===== src/rtl/flappy_pkg.sv =====
// Shared game-state type, LFSR taps and gap-row folding for the
// Flappy Bird playfield sequencer.
package flappy_pkg;

  typedef enum logic [1:0] {
    IDLE = 2'd0,
    RUN  = 2'd1,
    OVER = 2'd2
  } game_state_t;

  // Fibonacci taps 16,14,13,11 as bit positions 15,13,12,10
  localparam logic [15:0] LFSR_TAPS = 16'hB400;

  localparam int GAP_ROWS    = 3;
  localparam int MAX_GAP_ROW = 15 - GAP_ROWS;

  function automatic logic [3:0] fold_gap(input logic [3:0] r);
    if (r == 4'd0) return 4'd1;
    if (r > 4'(MAX_GAP_ROW)) return r - 4'(16 - MAX_GAP_ROW);
    return r;
  endfunction

endpackage


===== src/rtl/tick_prescaler.sv =====
// Programmable-period tick counter: due flags the wrap about to
// happen, wrap is the registered one-cycle pulse that follows.
module tick_prescaler #(
  parameter int W = 26
) (
  input  logic         clk,
  input  logic         rst,
  input  logic         clr,
  input  logic         en,
  input  logic [W-1:0] period,
  output logic         due,
  output logic         wrap
);

  logic [W-1:0] cnt;

  // >= so a period shrinking below the running count wraps at once
  assign due = en && (cnt >= period - W'(1));

  always_ff @(posedge clk or posedge rst) begin
    if (rst) begin
      cnt  <= '0;
      wrap <= 1'b0;
    end else if (clr) begin
      cnt  <= '0;
      wrap <= 1'b0;
    end else if (due) begin
      cnt  <= '0;
      wrap <= 1'b1;
    end else begin
      cnt  <= en ? cnt + W'(1) : cnt;
      wrap <= 1'b0;
    end
  end

endmodule


===== src/rtl/game_sequencer.sv =====
// Game state, tick/pipe/bird strobes, gap-row generation and
// score-driven speed-up for the Flappy Bird playfield.
module game_sequencer
  import flappy_pkg::*;
#(
  parameter int          TICK_W          = 26,
  parameter int          BASE_PERIOD     = 12_500_000,
  parameter int          MIN_PERIOD      = 3_125_000,
  parameter int          SPEED_STEP      = 1_250_000,
  parameter int          SCORE_PER_LEVEL = 5,
  parameter int          PIPE_DIV        = 2,
  parameter int          SPAWN_GAP       = 6,
  parameter int          FLAP_HOLD       = 2,
  parameter logic [15:0] LFSR_SEED       = 16'hACE1
) (
  input  logic       clk,
  input  logic       reset,
  input  logic       flap,
  input  logic       gameover,
  input  logic       score,
  output logic       startGame,
  output logic       sel,
  output logic       bird_step,
  output logic       bird_up,
  output logic       pipe_shift,
  output logic       pipe_spawn,
  output logic [3:0] gap_row,
  output logic [3:0] level,
  output logic [1:0] game_state
);

  localparam int PW = TICK_W + 1;

  game_state_t       state;
  logic [TICK_W-1:0] period;
  logic [TICK_W-1:0] faster;
  logic [PW-1:0]     diff;
  logic [15:0]       lfsr;
  logic [7:0]        tick_cnt;
  logic [7:0]        shift_cnt;
  logic [7:0]        score_cnt;
  logic [3:0]        rise;
  logic              run;
  logic              due;
  logic              wrap;

  assign run        = (state == RUN);
  assign sel        = wrap;
  assign bird_step  = wrap;
  assign game_state = state;

  // Extra top bit catches underflow before clamping to the floor
  assign diff   = {1'b0, period} - PW'(SPEED_STEP);
  assign faster = (diff[TICK_W] || diff < PW'(MIN_PERIOD))
                ? TICK_W'(MIN_PERIOD) : diff[TICK_W-1:0];

  tick_prescaler #(.W(TICK_W)) u_tick (
    .clk    (clk),
    .rst    (reset),
    .clr    (!run),
    .en     (run && !gameover),
    .period (period),
    .due    (due),
    .wrap   (wrap)
  );

  always_ff @(posedge clk or posedge reset) begin
    if (reset) begin
      state      <= IDLE;
      startGame  <= 1'b0;
      bird_up    <= 1'b0;
      pipe_shift <= 1'b0;
      pipe_spawn <= 1'b0;
      gap_row    <= 4'd0;
      level      <= 4'd0;
      period     <= TICK_W'(BASE_PERIOD);
      lfsr       <= LFSR_SEED;
      tick_cnt   <= 8'd0;
      shift_cnt  <= 8'd0;
      score_cnt  <= 8'd0;
      rise       <= 4'd0;
    end else begin
      pipe_shift <= 1'b0;
      pipe_spawn <= 1'b0;
      if (state != OVER)
        lfsr <= {lfsr[14:0], ^(lfsr & LFSR_TAPS)};
      unique case (state)
        IDLE: begin
          if (flap) begin
            state     <= RUN;
            startGame <= 1'b1;
          end
        end
        RUN: begin
          if (gameover) begin
            state     <= OVER;
            startGame <= 1'b0;
            bird_up   <= 1'b0;
          end else begin
            if (due) begin
              if (tick_cnt == 8'(PIPE_DIV - 1)) begin
                tick_cnt   <= 8'd0;
                pipe_shift <= 1'b1;
                if (shift_cnt == 8'(SPAWN_GAP - 1)) begin
                  shift_cnt  <= 8'd0;
                  pipe_spawn <= 1'b1;
                  gap_row    <= fold_gap(lfsr[3:0]);
                end else begin
                  shift_cnt <= shift_cnt + 8'd1;
                end
              end else begin
                tick_cnt <= tick_cnt + 8'd1;
              end
            end
            // A flap landing on the wrap reloads instead of counting down
            if (flap) begin
              rise    <= 4'(FLAP_HOLD);
              bird_up <= (FLAP_HOLD != 0);
            end else begin
              bird_up <= (rise != 4'd0);
              if (due && rise != 4'd0)
                rise <= rise - 4'd1;
            end
            if (score) begin
              if (score_cnt == 8'(SCORE_PER_LEVEL - 1)) begin
                score_cnt <= 8'd0;
                period    <= faster;
                if (level != 4'hF)
                  level <= level + 4'd1;
              end else begin
                score_cnt <= score_cnt + 8'd1;
              end
            end
          end
        end
        default: ;
      endcase
    end
  end

endmodule


===== config.mk =====
export PLATFORM = sky130hd
export DESIGN_NAME = game_sequencer
export DESIGN_NICKNAME = d
export VERILOG_FILES = /design/src/rtl/flappy_pkg.sv /design/src/rtl/tick_prescaler.sv /design/src/rtl/game_sequencer.sv
export SDC_FILE = /design/constraint.sdc
export NUM_CORES = 1
export LEC_CHECK = 0
export ABC_AREA = 1
export CORE_MARGIN = 1
export CORE_UTILIZATION = 38
export DETAILED_ROUTE_END_ITERATION = 8
export SKIP_CTS_REPAIR_TIMING = 1
export SLEW_MARGIN = 20
export SYNTH_ARGS = -nofsm -noshare
export SYNTH_HDL_FRONTEND = slang
export SYNTH_SLANG_ARGS = --single-unit

===== constraint.sdc =====
create_clock -name clk -period 4.4 [get_ports clk]
set_input_delay 0.44 -clock clk [delete_from_list [all_inputs] [get_ports clk]]
set_output_delay 0.44 -clock clk [all_outputs]
set_load 0.02 [all_outputs]

==> results of run 1 <==
## critical path, delay by kind of cell, from the launching register on
| family | cells | cell delay, ns |
|---|---|---|
| flip-flops | 1 | 0.45 |
| AO/OA/AOI/OAI | 1 | 0.10 |
| adder cells (fa/ha/maj) | 2 | 0.44 |
| buffers and inverters | 5 | 0.60 |
| AND/OR/NAND/NOR | 14 | 2.28 |
## final cells by class
cell class	count	share of cell area, %
flip-flops and latches	107	34.0
repair buffers	31	3.56
inverters	119	5.67
well taps	229	3.61
clock inverters	7	1.43
clock buffers	9	2.84
multi-input cells	710	48.8
## power by group through the flow
| stage | registers [mW] | clock network (mW) | logic, mW |
|---|---|---|---|
| final | 1.01 | 0.936 | 0.127 |
| after global routing | 1.01 | 1.00 | 0.145 |
| after CTS | 1.01 | 0.966 | 0.129 |
| after detailed placement | 1.03 | 0 | 0.128 |
| after global placement | 1.03 | 0 | 0.128 |
| after floorplan | 1.02 | 0 | 0.0963 |
## cell families (layout without fill, tap and decap cells)
kind of cell,after synthesis,count (layout)
xor gates and xnor gates,56,56
muxes,12,12
buffers and inverters,146,166
AOI/OAI and AO/OA,112,112
and+or+nand+nor,490,490
DFF,107,107
adders and majority gates,40,40
## worst max-delay path by stage
| stage | end | slack (ns) | cells past startpoint |
|---|---|---|---|
| 6_report | u_tick.cnt[21] | 0.39 | 22 |
| 2_1_floorplan | shift_cnt[1] | 0.81 | 25 |
| 4_1_cts | gap_row[3] | 0.26 | 24 |
| 3_3_place_gp | gap_row[3] | 0.43 | 24 |
| 3_5_place_dp | gap_row[3] | 0.28 | 24 |
| 5_1_grt | u_tick.cnt[14] | -0.03 | 23 |
## metal layers
metal	GRT usage, %	part of all wire (%)
met3	2.92	3.8
met5	0	0
met2	26.5	45
met4	5.44	1.3
met1	25.5	50
## layout by cell type (no fill, tap or decap), types with 20 or more instances in the layout
| master | Yosys | routed |
|---|---|---|
| inv_1 | 109 | 107 |
| dfrtp_1 | 87 | 87 |
| nand3_1 | 82 | 82 |
| dfstp_2 | 20 | 20 |
| ha_1 | 40 | 40 |
| nor2_1 | 89 | 89 |
| xor2_1 | 46 | 46 |
| nor3_1 | 23 | 23 |
| nand2_1 | 249 | 248 |
| o21ai_0 | 50 | 49 |
| clkdlybuf4s50_1 | 0 | 20 |
| a21oi_1 | 24 | 24 |
| o22ai_1 | 20 | 20 |
## stage by stage
step | cells | instance area (um2)
2_1_floorplan | 963 | 7170
3_5_place_dp | 1196 | 7600
6_report | 1212 | 7940
3_3_place_gp | 1196 | 7600
5_1_grt | 1212 | 7940
4_1_cts | 1212 | 7940
## registers in the layout (all words and copies together), names as in the netlist
name         cells
pipe_shift       1
level            4
u_tick.wrap      1
bird_up          1
period          23
shift_cnt        8
u_tick.cnt      26
score_cnt        8
gap_row          4
game_state       2
rise             4
tick_cnt         8
pipe_spawn       1
lfsr            16
==> flow_metrics.env, run 1 <==
export IMPL_status="finished, final reports clean"
export IMPL_p_per_area_nw_per_um2=261
export IMPL_die_h_um=139
export IMPL_fp_dieW_um=139
export IMPL_setup_tns_ns=0
export IMPL_hold_class="flip-flop to flip-flop"
export IMPL_tightest_slew_ns=0.891
export IMPL_grt_setup_unrepaired="yes"
export IMPL_synth_common_cells="nand2_1 (249), inv_1 (109), nor2_1 (89)"
export IMPL_core_area_um2=18200
export IMPL_max_stage_delay_ns=0.45
export IMPL_p_clk_share_pct=45.2
export IMPL_cp_slowest_cell="dfrtp_1"
export IMPL_synth_area_per_cell_um2=7.44
export IMPL_hold_viol=0
export IMPL_synthAdderAreaFrac_pct=6.98
export IMPL_swShare_pct=25.3
export IMPL_power_total_mw=2.07
export IMPL_synth_compound_area_share_pct=8.90
export IMPL_final_nets=1023
export IMPL_cp_cell_sequence="inv_1 > ha_1 > inv_1 > nor2_1 > nand2_1 > nor3_2 > nand3_1 > nor3_2 > nand2_1 > nor3_2 > nand3_1 > nand2_1 > inv_1 > ha_1 > nand2_1 > inv_1 > nand3_1 > nor3_1 > nand4_1 > nand3_1 > buf_4 > o22ai_1"
export IMPL_intPower_mw=1.55
export IMPL_relSlewSlack_pct=40.4
export IMPL_wl_per_cell_um=13.5
export IMPL_synth_nets=1008
export IMPL_cts_root_buf="clkbuf_16"
export IMPL_clkSlewWorstSetupHoldPaths_ns=0.08
export IMPL_row_count=49
export IMPL_routed_via_density=5.03
export IMPL_antennaDiodeCount=0
export IMPL_route_detailed_drc=0
export IMPL_reg2reg_slack_ns=0.39
export IMPL_grt_pass1_vias=5481
export IMPL_synth_top_family_by_area="simple AND/OR/NAND/NOR gates"
export IMPL_multi_input_area_um2=3880
export IMPL_drt_iter0_drc=395
export IMPL_holdWs_ns=0.476
export IMPL_ys_flop_type="dfrtp_1"
export IMPL_clock_sink_count=107
export IMPL_p_switching_mw=0.523
export IMPL_gp_congestion=0.900
export IMPL_grt_max_degree=61
export IMPL_place_ws_ns=0.277
export IMPL_fillers=1794
export IMPL_seq_area_frac_synth_pct=37.7
export IMPL_grtUsageTotal_pct=17.6
export IMPL_final_seq_area_um2=2700
export IMPL_cts_made_buffers=9
export IMPL_ant_nets=0
export IMPL_skew_ns=0.0115
export IMPL_yosys_area_share_simple_pct=29.4
export IMPL_synth_warning_count=0
export IMPL_syn_area_um2=7170
export IMPL_criticalPathCategory="flip-flop to flip-flop"
export IMPL_r2r_end="u_tick.cnt[21]"
export IMPL_reg2reg_depth=22
export IMPL_synthCells=963
export IMPL_required_ns=4.61
export IMPL_holdCritStartpoint="score_cnt[7]"
export IMPL_drive_gt1_share_pct=9.16
export IMPL_max_freq_mhz=249
export IMPL_p_leak_nw=3.75
export IMPL_min_period_over_period_pct=91.1
export IMPL_maxCapViolCount=0
export IMPL_timing_rr_start="period[4]"
export IMPL_io_pins=21
export IMPL_cp_end_kind="flip-flop"
export IMPL_synth_xor_xnor_area_share_pct=6.84
export IMPL_grt_ovfl_total=0
export IMPL_fin_util_pct=43.6
export IMPL_path_max_fanout=12
export IMPL_grt_pass1_wl_um=27500
export IMPL_power_sequential_fraction_pct=48.6
export IMPL_min_to="score_cnt[7]"
export IMPL_fin_crit_ns=4.01
export IMPL_grt_antenna_before_repair=0
export IMPL_crit_arrival_ns=4.22
export IMPL_synth_distinct_cells=42
export IMPL_startpoint="period[4]"
export IMPL_start_kind="flip-flop"
export IMPL_vias=6097
export IMPL_start_util_pct=39.4
export IMPL_setup_viol_count_final=0
export IMPL_synthTopCellsByArea="dfrtp_1 (30%), nand2_1 (13%), dfstp_2 (7.3%)"
export IMPL_power_frac_comb_pct=6.1
export IMPL_io_buffers=20
export IMPL_routed_wl_um=16400
export IMPL_syn2layout_area_growth_pct=10.7
export IMPL_hold_depth=1
export IMPL_drv_slew=0
export IMPL_synth_edf_count=0
export IMPL_dieArea_um2=19400
export IMPL_synth_seq_cells=107
export IMPL_yosysMostFrequentCell="nand2_1"
export IMPL_synthMuxAreaShare_pct=1.87
export IMPL_worst_slack_ns=0.390
export IMPL_hpwlAfterDp_um=12500
export IMPL_async_reset_ff_share_pct=100
export IMPL_cts_max_level=3
export IMPL_cts_buffer_depth=2
export IMPL_synth_top_cell_area_share_pct=30.4
export IMPL_cts_tree="done"
export IMPL_vdd_drop_max_mv=0.182
export IMPL_worstSkewPairLatency_ns=0.36
export IMPL_firstDrtPassIters=5
export IMPL_synth_top_cell_by_area="dfrtp_1"
(Power assumes the default switching activity.)
==> inputs of run 2 (changes only) <==
--- a/config.mk
+++ b/config.mk
@@ -9,6 +9,7 @@
 export CORE_MARGIN = 1
 export CORE_UTILIZATION = 38
 export DETAILED_ROUTE_END_ITERATION = 8
+export REMOVE_ABC_BUFFERS = 1
 export SKIP_CTS_REPAIR_TIMING = 1
 export SLEW_MARGIN = 20
 export SYNTH_ARGS = -nofsm -noshare
==> run 2 against run 1 <==
  * Total power fell by 3.0%
  * Sequential cell count did not move
  * Clock power fell by 6.5%
  * Register-to-register slack improved by 0.12 ns
  * Via count fell by 0.46%
  * Maximum frequency rose by 3.2%
  * Combinational power barely moved
  * Non-clock buffer count fell by 3
  * Utilization fell by 0.14 points
  * Sequential share of layout area rose by 0.11 points
  * Sequential power barely moved
==> flow_metrics.env, run 2 (synthesis gave the netlist of run 1 again) <==
export IMPL_core_area_um2=18200
export IMPL_gp_congestion=0.904
export IMPL_vdd_drop_max_mv=0.167
export IMPL_cts_made_buffers=9
export IMPL_top_register="u_tick.cnt"
export IMPL_layout_commonest_cell="nand2_1"
export IMPL_final_nets=1020
export IMPL_cts_tree="done"
export IMPL_max_stage_delay_ns=0.45
export IMPL_tightest_slew_ns=0.891
export IMPL_routed_wl_um=16000
export IMPL_max_freq_mhz=257
export IMPL_cp_cell_sequence="inv_1 > ha_1 > inv_1 > nor2_1 > nand2_1 > nor3_4 > nand3_1 > nor3_2 > nand2_2 > nor3_4 > nand3_1 > nand2_1 > inv_1 > ha_1 > nand2_1 > inv_1 > nand3_1 > nor3_1 > nand4_1 > nand2_1 > and3_2 > nand2_2 > nand2_1 > o21ai_0"
export IMPL_grt_setup_unrepaired="no"
export IMPL_largestRegisters="u_tick.cnt x26, period x23, lfsr x16"
export IMPL_maxCapViolCount=0
export IMPL_p_per_area_nw_per_um2=254
export IMPL_wl_per_cell_um=13.2
export IMPL_criticalPathCategory="flip-flop to flip-flop"
export IMPL_power_total_mw=2.01
export IMPL_hpwlAfterDp_um=12100
export IMPL_route_detailed_drc=0
export IMPL_p_leak_nw=3.72
export IMPL_cp_end_kind="flip-flop"
export IMPL_required_ns=4.65
export IMPL_syn2layout_area_growth_pct=10.4
export IMPL_dieArea_um2=19400
export IMPL_skew_ns=0.0138
export IMPL_fp_dieW_um=139
export IMPL_fin_util_pct=43.5
export IMPL_cts_buffer_depth=2
export IMPL_io_pins=21
export IMPL_cts_root_buf="clkbuf_16"
export IMPL_start_kind="flip-flop"
export IMPL_cp_slowest_cell="dfrtp_1"
export IMPL_drt_iter0_drc=358
export IMPL_io_buffers=20
export IMPL_largest_register_ffs=26
export IMPL_grt_max_degree=58
export IMPL_hold_viol=0
export IMPL_grtUsageTotal_pct=17.4
export IMPL_ant_nets=0
export IMPL_grt_antenna_before_repair=0
export IMPL_fin_crit_ns=3.89
export IMPL_die_h_um=139
export IMPL_row_count=49
export IMPL_drv_slew=0
export IMPL_status="finished, final reports clean"
export IMPL_worstSkewPairLatency_ns=0.37
export IMPL_clock_sink_count=107
export IMPL_grt_pass1_vias=5704
export IMPL_min_period_over_period_pct=88.3
export IMPL_antennaDiodeCount=0
export IMPL_crit_arrival_ns=4.13
export IMPL_path_max_fanout=8
export IMPL_firstDrtPassIters=5
export IMPL_hold_class="flip-flop to flip-flop"
export IMPL_final_cell_mix="nand2_1 (246), inv_1 (107), nor2_1 (88)"
export IMPL_clkSlewWorstSetupHoldPaths_ns=0.08
export IMPL_grt_ovfl_total=0
export IMPL_drive_gt1_share_pct=9.18
export IMPL_routed_via_density=5.02
export IMPL_setup_tns_ns=0
export IMPL_vias=6069
export IMPL_relSlewSlack_pct=40.4
export IMPL_cts_max_level=3
export IMPL_cp_common_cell="nand2_1"
export IMPL_grt_pass1_wl_um=27600
export IMPL_start_util_pct=39.4
export IMPL_setup_viol_count_final=0
-- run 2: cell count changes in the layout (fill, tap and decap cells not counted), sizes merged --
cell,change
buf,-3
bufinv,-1
clkinv,+1
clkinvlp,+1
inv,-1
-- run 2: power breakdown --
group / leakage [nW] / switching (mW) / internal (mW) / total, mW
clock: 0.151 / 0.419 / 0.456 / 0.875
sequential: 1.31 / 0.0136 / 0.995 / 1.01
combinational: 2.26 / 0.0884 / 0.0364 / 0.125
total: 3.72 / 0.521 / 1.49 / 2.01
-- run 2: layer usage --
metal | routed length [um] | part of all wire [%] | up-vias | track usage, %
met5 | 0 | 0 | - | 0
met4 | 198 | 1.2 | 0 | 5.79
met3 | 497 | 3.1 | 11 | 2.34
met2 | 7210 | 45 | 90 | 28.5
met1 | 8070 | 50 | 2802 | 23.8
li1 | - | - | 3166 | -
-- run 2: layout make-up --
type                    count  area (um2)
repair buffers             28         260
clock buffers               9         225
multi-input cells         710        3900
clock inverters             7        91.3
inverters                 119         450
well taps                 229         287
flip-flops and latches    107        2700
fillers                  1821       10300
-- run 2: path summary, 6_finish.rpt --
path	cells after the start	to	start	slack, ns
max in group asynchronous	3	period[21]	reset	2.98
min in group asynchronous	2	score_cnt[6]	reset	0.55
max	24	gap_row[3]	period[4]	0.51
max reg2reg	24	gap_row[3]	period[4]	0.51
min reg2reg	1	score_cnt[7]	score_cnt[7]	0.48
min	1	score_cnt[7]	score_cnt[7]	0.48
-- run 2: worst max-delay path, delay by kind of cell (launching register included) --
kind | cells | cell delay, ns
adder cells (fa/ha/maj) | 2 | 0.44
AND/OR/NAND/NOR | 17 | 2.48
flip-flops | 1 | 0.45
buffers and inverters | 4 | 0.32
AO/OA/AOI/OAI | 1 | 0.08
-- run 2: metrics by stage --
step / setup slack [ns] / instances / instance area [um2] / hold slack, ns
finish: 0.514 / 1209 / 7910 / 0.483
global route: 0.00512 / 1209 / 7910 / 0.487
CTS: 0.297 / 1209 / 7890 / 0.482
detailed placement: 0.313 / 1193 / 7570 / 0.468
global placement: 0.509 / 1193 / 7570 / 0.462
floorplan: 0.695 / 936 / 7020 / 0.439
==> patch 1: new RTL, flow settings as in run 2 <==
`TICK_W`: 26 -> 52.
--- a/src/rtl/game_sequencer.sv
+++ b/src/rtl/game_sequencer.sv
@@ -3,7 +3,7 @@
 module game_sequencer
   import flappy_pkg::*;
 #(
-  parameter int          TICK_W          = 26,
+  parameter int          TICK_W          = 52,
   parameter int          BASE_PERIOD     = 12_500_000,
   parameter int          MIN_PERIOD      = 3_125_000,
   parameter int          SPEED_STEP      = 1_250_000,
Function: no difference found for any inputs over 4 cycles, from zero or initial values and one cycle with reset high; that may be too few to reach the edited logic, so the function may still have changed.
==> patch 1 against run 2 <==
- core utilization shrank 0.089 points
- worst setup slack lost 0.15 ns
- synthesized cell count grew 90%
- sequential cell count grew 52
- area after synthesis grew 77%
- non-clock buffer count grew 24
- final area grew 79%
- power grew 100%
- wire length grew 130%
- highest routed layer unchanged
==> patch 1: results (changes against run 2) <==
| Metric | Value |
|---|---|
| Outcome | finished, final reports clean (unchanged) |
| Mux contribution to synthesized area | 0.978% (was 1.87%) |
| Slew Limit Headroom | 29.4% (was 40.4%) |
| Mapped Cells | 1829 (was 963) |
| DR pass1 iterations | 6 (was 5) |
| Vias per inst | 5.11 (was 5.02) |
| Vias in the first global route | 11.5k (was 5704) |
| Final #Nets | 1927 (was 1020) |
| LEAKAGE | 6.67 nW (was 3.72 nW) |
| Synth Area in Adders | 6.52% (was 6.98%) |
| Synth area leaders | dfrtp_1, nand2_1, xor2_1, ha_1, nor2_1 (was dfrtp_1, nand2_1, dfstp_2, ha_1, nand3_1) |
| Crit-path max FO | 11 (was 8) |
| First-pass GRT wire length | 60.2 mm (was 27.6 mm) |
| Largest net degree at the start of global routing | 96 (was 58) |
| Leading cell types by count after synthesis | nand2_1, nor2_1, inv_1 (was nand2_1, inv_1, nor2_1) |
| Layout cells sized above 1 | 12.4% (was 9.18%) |
| Tcrit/Tclk final | 91.8% (was 88.3%) |
| DR iter-0 viols | 936 (was 358) |
| Crit path largest cell delay | 0.38 ns (was 0.45 ns) |
| Path depth of the worst reg2reg path | 26 (was 24) |
| Worst vdd ir | 0.000270 V (was 0.000167 V) |
| Synth Area in Compound Gates | 7.58% (was 8.90%) |
| Placed cell count | 2272 (was 1193) |
| Distinct cells, synth | 48 (was 42) |
| Hold path start | gap_row[1] (was score_cnt[7]) |
| Number of CTS-inserted buffers | 17 (was 9) |
| Hold-critical path depth | 2 (was 1) |
| Seq/Total Area, Yosys | 31.6% (was 37.7%) |
| Pre-CTS setup slack | -0.199 ns (was 0.313 ns) |
| Min Hold Slack | 0.474 ns (was 0.483 ns) |
| H-tree levels | 4 (was 3) |
| GR Util All Layers | 22.8% (was 17.4%) |
| Placer Congestion | 0.924 (was 0.904) |
| Synth Area in XOR/XNOR | 7.47% (was 6.84%) |
| Post-DP Area | 13400 um2 (was 7570 um2) |
| Worst-Skew Late Latency | 0.47 ns (was 0.37 ns) |
| Top Registers | u_tick.cnt (52), period (49), lfsr (16) (was u_tick.cnt (26), period (23), lfsr (16)) |
| Via count of the routed design | 11.8k (was 6069) |
| Wire per inst | 15.9 um (was 13.2 um) |
| Worst Skew | 0.0150 ns (was 0.0138 ns) |
-- patch 1: logic make-up after synthesis --
family / count (synthesis)
simple gates: 1030
fa+ha+maj: 66
flops: 159
buf+inv: 277
xor+xnor: 108
mux: 11
compound gates: 178
-- patch 1: final timing paths --
check	to
min reg2reg	gap_row[1]
min in group asynchronous	u_tick.cnt[3]
max reg2reg	shift_cnt[0]
max	shift_cnt[0]
max in group asynchronous	period[23]
min	gap_row[1]
-- patch 1: cell type report --
cell class | instances | area (um2)
Multi-Input combinational cell | 1393 | 7650
Clock buffer | 17 | 425
Fill cell | 3439 | 18500
Clock inverter | 15 | 188
Sequential cell | 159 | 4000
Inverter | 233 | 886
Timing Repair Buffer | 52 | 478
Tap cell | 442 | 553
-- patch 1: worst reg2reg max path, cell delays in order, from the launching register on --
cell and delay, ns:
dfrtp_1 0.38, inv_1 0.08, ha_1 0.18, inv_1 0.07, nor2_2 0.11, nand3_2 0.13, nor3_4 0.21, nand3_2 0.15
nor3_4 0.16, nand2_1 0.12, nor2_2 0.14, nand2_1 0.12, nor2_2 0.13, nand2_1 0.07, xor2_1 0.15, ha_1 0.28
nand4_1 0.14, nor2_2 0.16, nor4b_4 0.23, nand4_1 0.13, nand3_1 0.13, buf_12 0.16, nand3b_1 0.09, buf_4 0.17
buf_4 0.13, nand2_1 0.04, o21ai_0 0.07
-- patch 1: layer usage --
layer | up-vias | track usage [%] | share of wire, %
met5 | - | 0 | 0
met4 | 0 | 8.87 | 3.0
met3 | 72 | 3.14 | 4.1
met2 | 287 | 36.9 | 46
met1 | 5481 | 30.7 | 47
li1 | 5967 | - | -
-- patch 1: power by group --
part           total [mW]  leakage (nW)  switching (mW)  internal (mW)
combinational       0.751          4.32           0.461          0.290
sequential           1.73          2.06           0.100           1.63
clock                1.55         0.293           0.782          0.771
==> patch 2: new RTL, flow settings as in run 2 <==
Without the edit above. Make the reset (`reset` and `rst`) synchronous in 2 clocked blocks.
--- a/src/rtl/tick_prescaler.sv
+++ b/src/rtl/tick_prescaler.sv
@@ -17,7 +17,7 @@
   // >= so a period shrinking below the running count wraps at once
   assign due = en && (cnt >= period - W'(1));
 
-  always_ff @(posedge clk or posedge rst) begin
+  always_ff @(posedge clk) begin
     if (rst) begin
       cnt  <= '0;
       wrap <= 1'b0;
--- a/src/rtl/game_sequencer.sv
+++ b/src/rtl/game_sequencer.sv
@@ -64,7 +64,7 @@
     .wrap   (wrap)
   );
 
-  always_ff @(posedge clk or posedge reset) begin
+  always_ff @(posedge clk) begin
     if (reset) begin
       state      <= IDLE;
       startGame  <= 1'b0;
Behaviour: differs if reset is asserted again (counterexample within 4 cycles, from zero or initial values and one cycle with reset high); with reset held inactive, the same outputs for 4 cycles.
==> patch 2 against run 2 <==
- combinational power fell by 26%
- final area fell by 7.6%
- power fell by 3.4%
- fmax decreased by 0.22%
- area after synthesis shrank 8.2%
- worst setup slack worse by 0.0086 ns
- critical path type unchanged
- wire length fell by 5.8%
- via count shrank 1.5%
- sequential cell count stayed put
==> patch 2: results (changes against run 2) <==
| Metric | Value |
|---|---|
| Outcome | finished, final reports clean (unchanged) |
| Seq/Total Area, Yosys | 32.6% (was 37.7%) |
| Crit start category | flop (unchanged) |
| Distinct cells, synth | 47 (was 42) |
| Worst vdd ir | 0.000170 V (was 0.000167 V) |
| Met3 routed WL | 585 um (was 497 um) |
| Slowest-stage cell, CP | nor4_4 (was dfrtp_1) |
| Met2 usage | 28.8% (was 28.5%) |
| Final #Nets | 1027 (was 1020) |
| First-pass GRT wire length | 25.9 mm (was 27.6 mm) |
| Slew Limit Headroom | 30.2% (was 40.4%) |
| Path depth of the worst reg2reg path | 22 (was 24) |
| DR iter-0 viols | 391 (was 358) |
| Hold path start | lfsr[14] (was score_cnt[7]) |
| Crit-path max FO | 13 (was 8) |
| Hpwl dp | 11.4 mm (was 12.1 mm) |
| Async S/R FF share, synth | 0% (was 100%) |
| Area share of the largest cell type after synthesis | 32.6% (was 30.4%) |
| Vias in the first global route | 5574 (was 5704) |
| Hold-critical path depth | 2 (was 1) |
| Synth area leaders | dfxtp_1, nand2_1, ha_1, nor2_1, inv_1 (was dfrtp_1, nand2_1, dfstp_2, ha_1, nand3_1) |
| Layout cells sized above 1 | 6.69% (was 9.18%) |
| Final wirelength | 15.1 mm (was 16.0 mm) |
| Largest net degree at the start of global routing | 28 (was 58) |
| Crit path largest cell delay | 0.35 ns (was 0.45 ns) |
| GR Util All Layers | 17.8% (was 17.4%) |
| Placer Congestion | 0.889 (was 0.904) |
| WL met1 | 7.51 mm (was 8.07 mm) |
| Vias per inst | 4.95 (was 5.02) |
| Grt met1 use | 23.4% (was 23.8%) |
| Worst r2r src | period[4] (unchanged) |
| Worst Skew | 0.0123 ns (was 0.0138 ns) |
| WHS Endpoint | lfsr[15] (was score_cnt[7]) |
| Leading cell types by count after synthesis | nand2_1, nor2_1, inv_1 (was nand2_1, inv_1, nor2_1) |
patch 2: changes by cell type after synthesis, moves of 7 or more:
cell	change
a21oi_1	+43
dfstp_2	-20
nand3_1	-22
o22ai_1	-10
or2_2	+9
mux2_2	-11
o21ai_0	-9
xor2_1	-9
dfxtp_1	+107
nand2_1	-32
inv_1	+7
nor2_1	+30
dfrtp_1	-87
patch 2: per-stage QoR:
stage	utilization [%]	instances	hold slack [ns]	cell area (um2)	setup slack, ns
floorplan	-	946	0.424	6470	0.684
global placement	41.7	1191	0.444	6990	0.520
detailed placement	41.7	1191	0.450	6990	0.430
CTS	43.5	1207	0.470	7300	0.407
global route	43.6	1207	0.503	7310	0.0146
finish	43.6	1207	0.465	7310	0.505
patch 2: worst max-delay path by stage:
stage	cells past startpoint	to
4_1_cts	22	gap_row[3]
3_5_place_dp	22	tick_cnt[5]
5_1_grt	22	tick_cnt[7]
3_3_place_gp	22	tick_cnt[7]
2_1_floorplan	21	u_tick.cnt[18]
6_report	22	tick_cnt[5]
patch 2: cell type report:
cell class,count,area [um2]
inverters,125,469
flip-flops and latches,107,2140
clock inverters,7,85.1
fillers,1783,9450
repair buffers,25,238
multi-input cells,714,3880
clock buffers,9,225
well taps,220,275
patch 2: power by group:
| group | switching (mW) | leakage, nW | internal [mW] | total, mW |
|---|---|---|---|---|
| clock network | 0.434 | 0.149 | 0.411 | 0.845 |
| logic | 0.0590 | 1.97 | 0.0333 | 0.0923 |
| registers | 0.0155 | 0.867 | 0.988 | 1.00 |
| total | 0.509 | 2.98 | 1.43 | 1.94 |
patch 2: kinds of logic after synthesis:
group           count (synthesis)  synth area share [%]
xor+xnor                       47                  6.26
buf+inv                       143                  8.75
compound gates                137                  11.5
simple gates                  490                  33.3
flops                         107                  32.6
fa+ha+maj                      40                  7.61
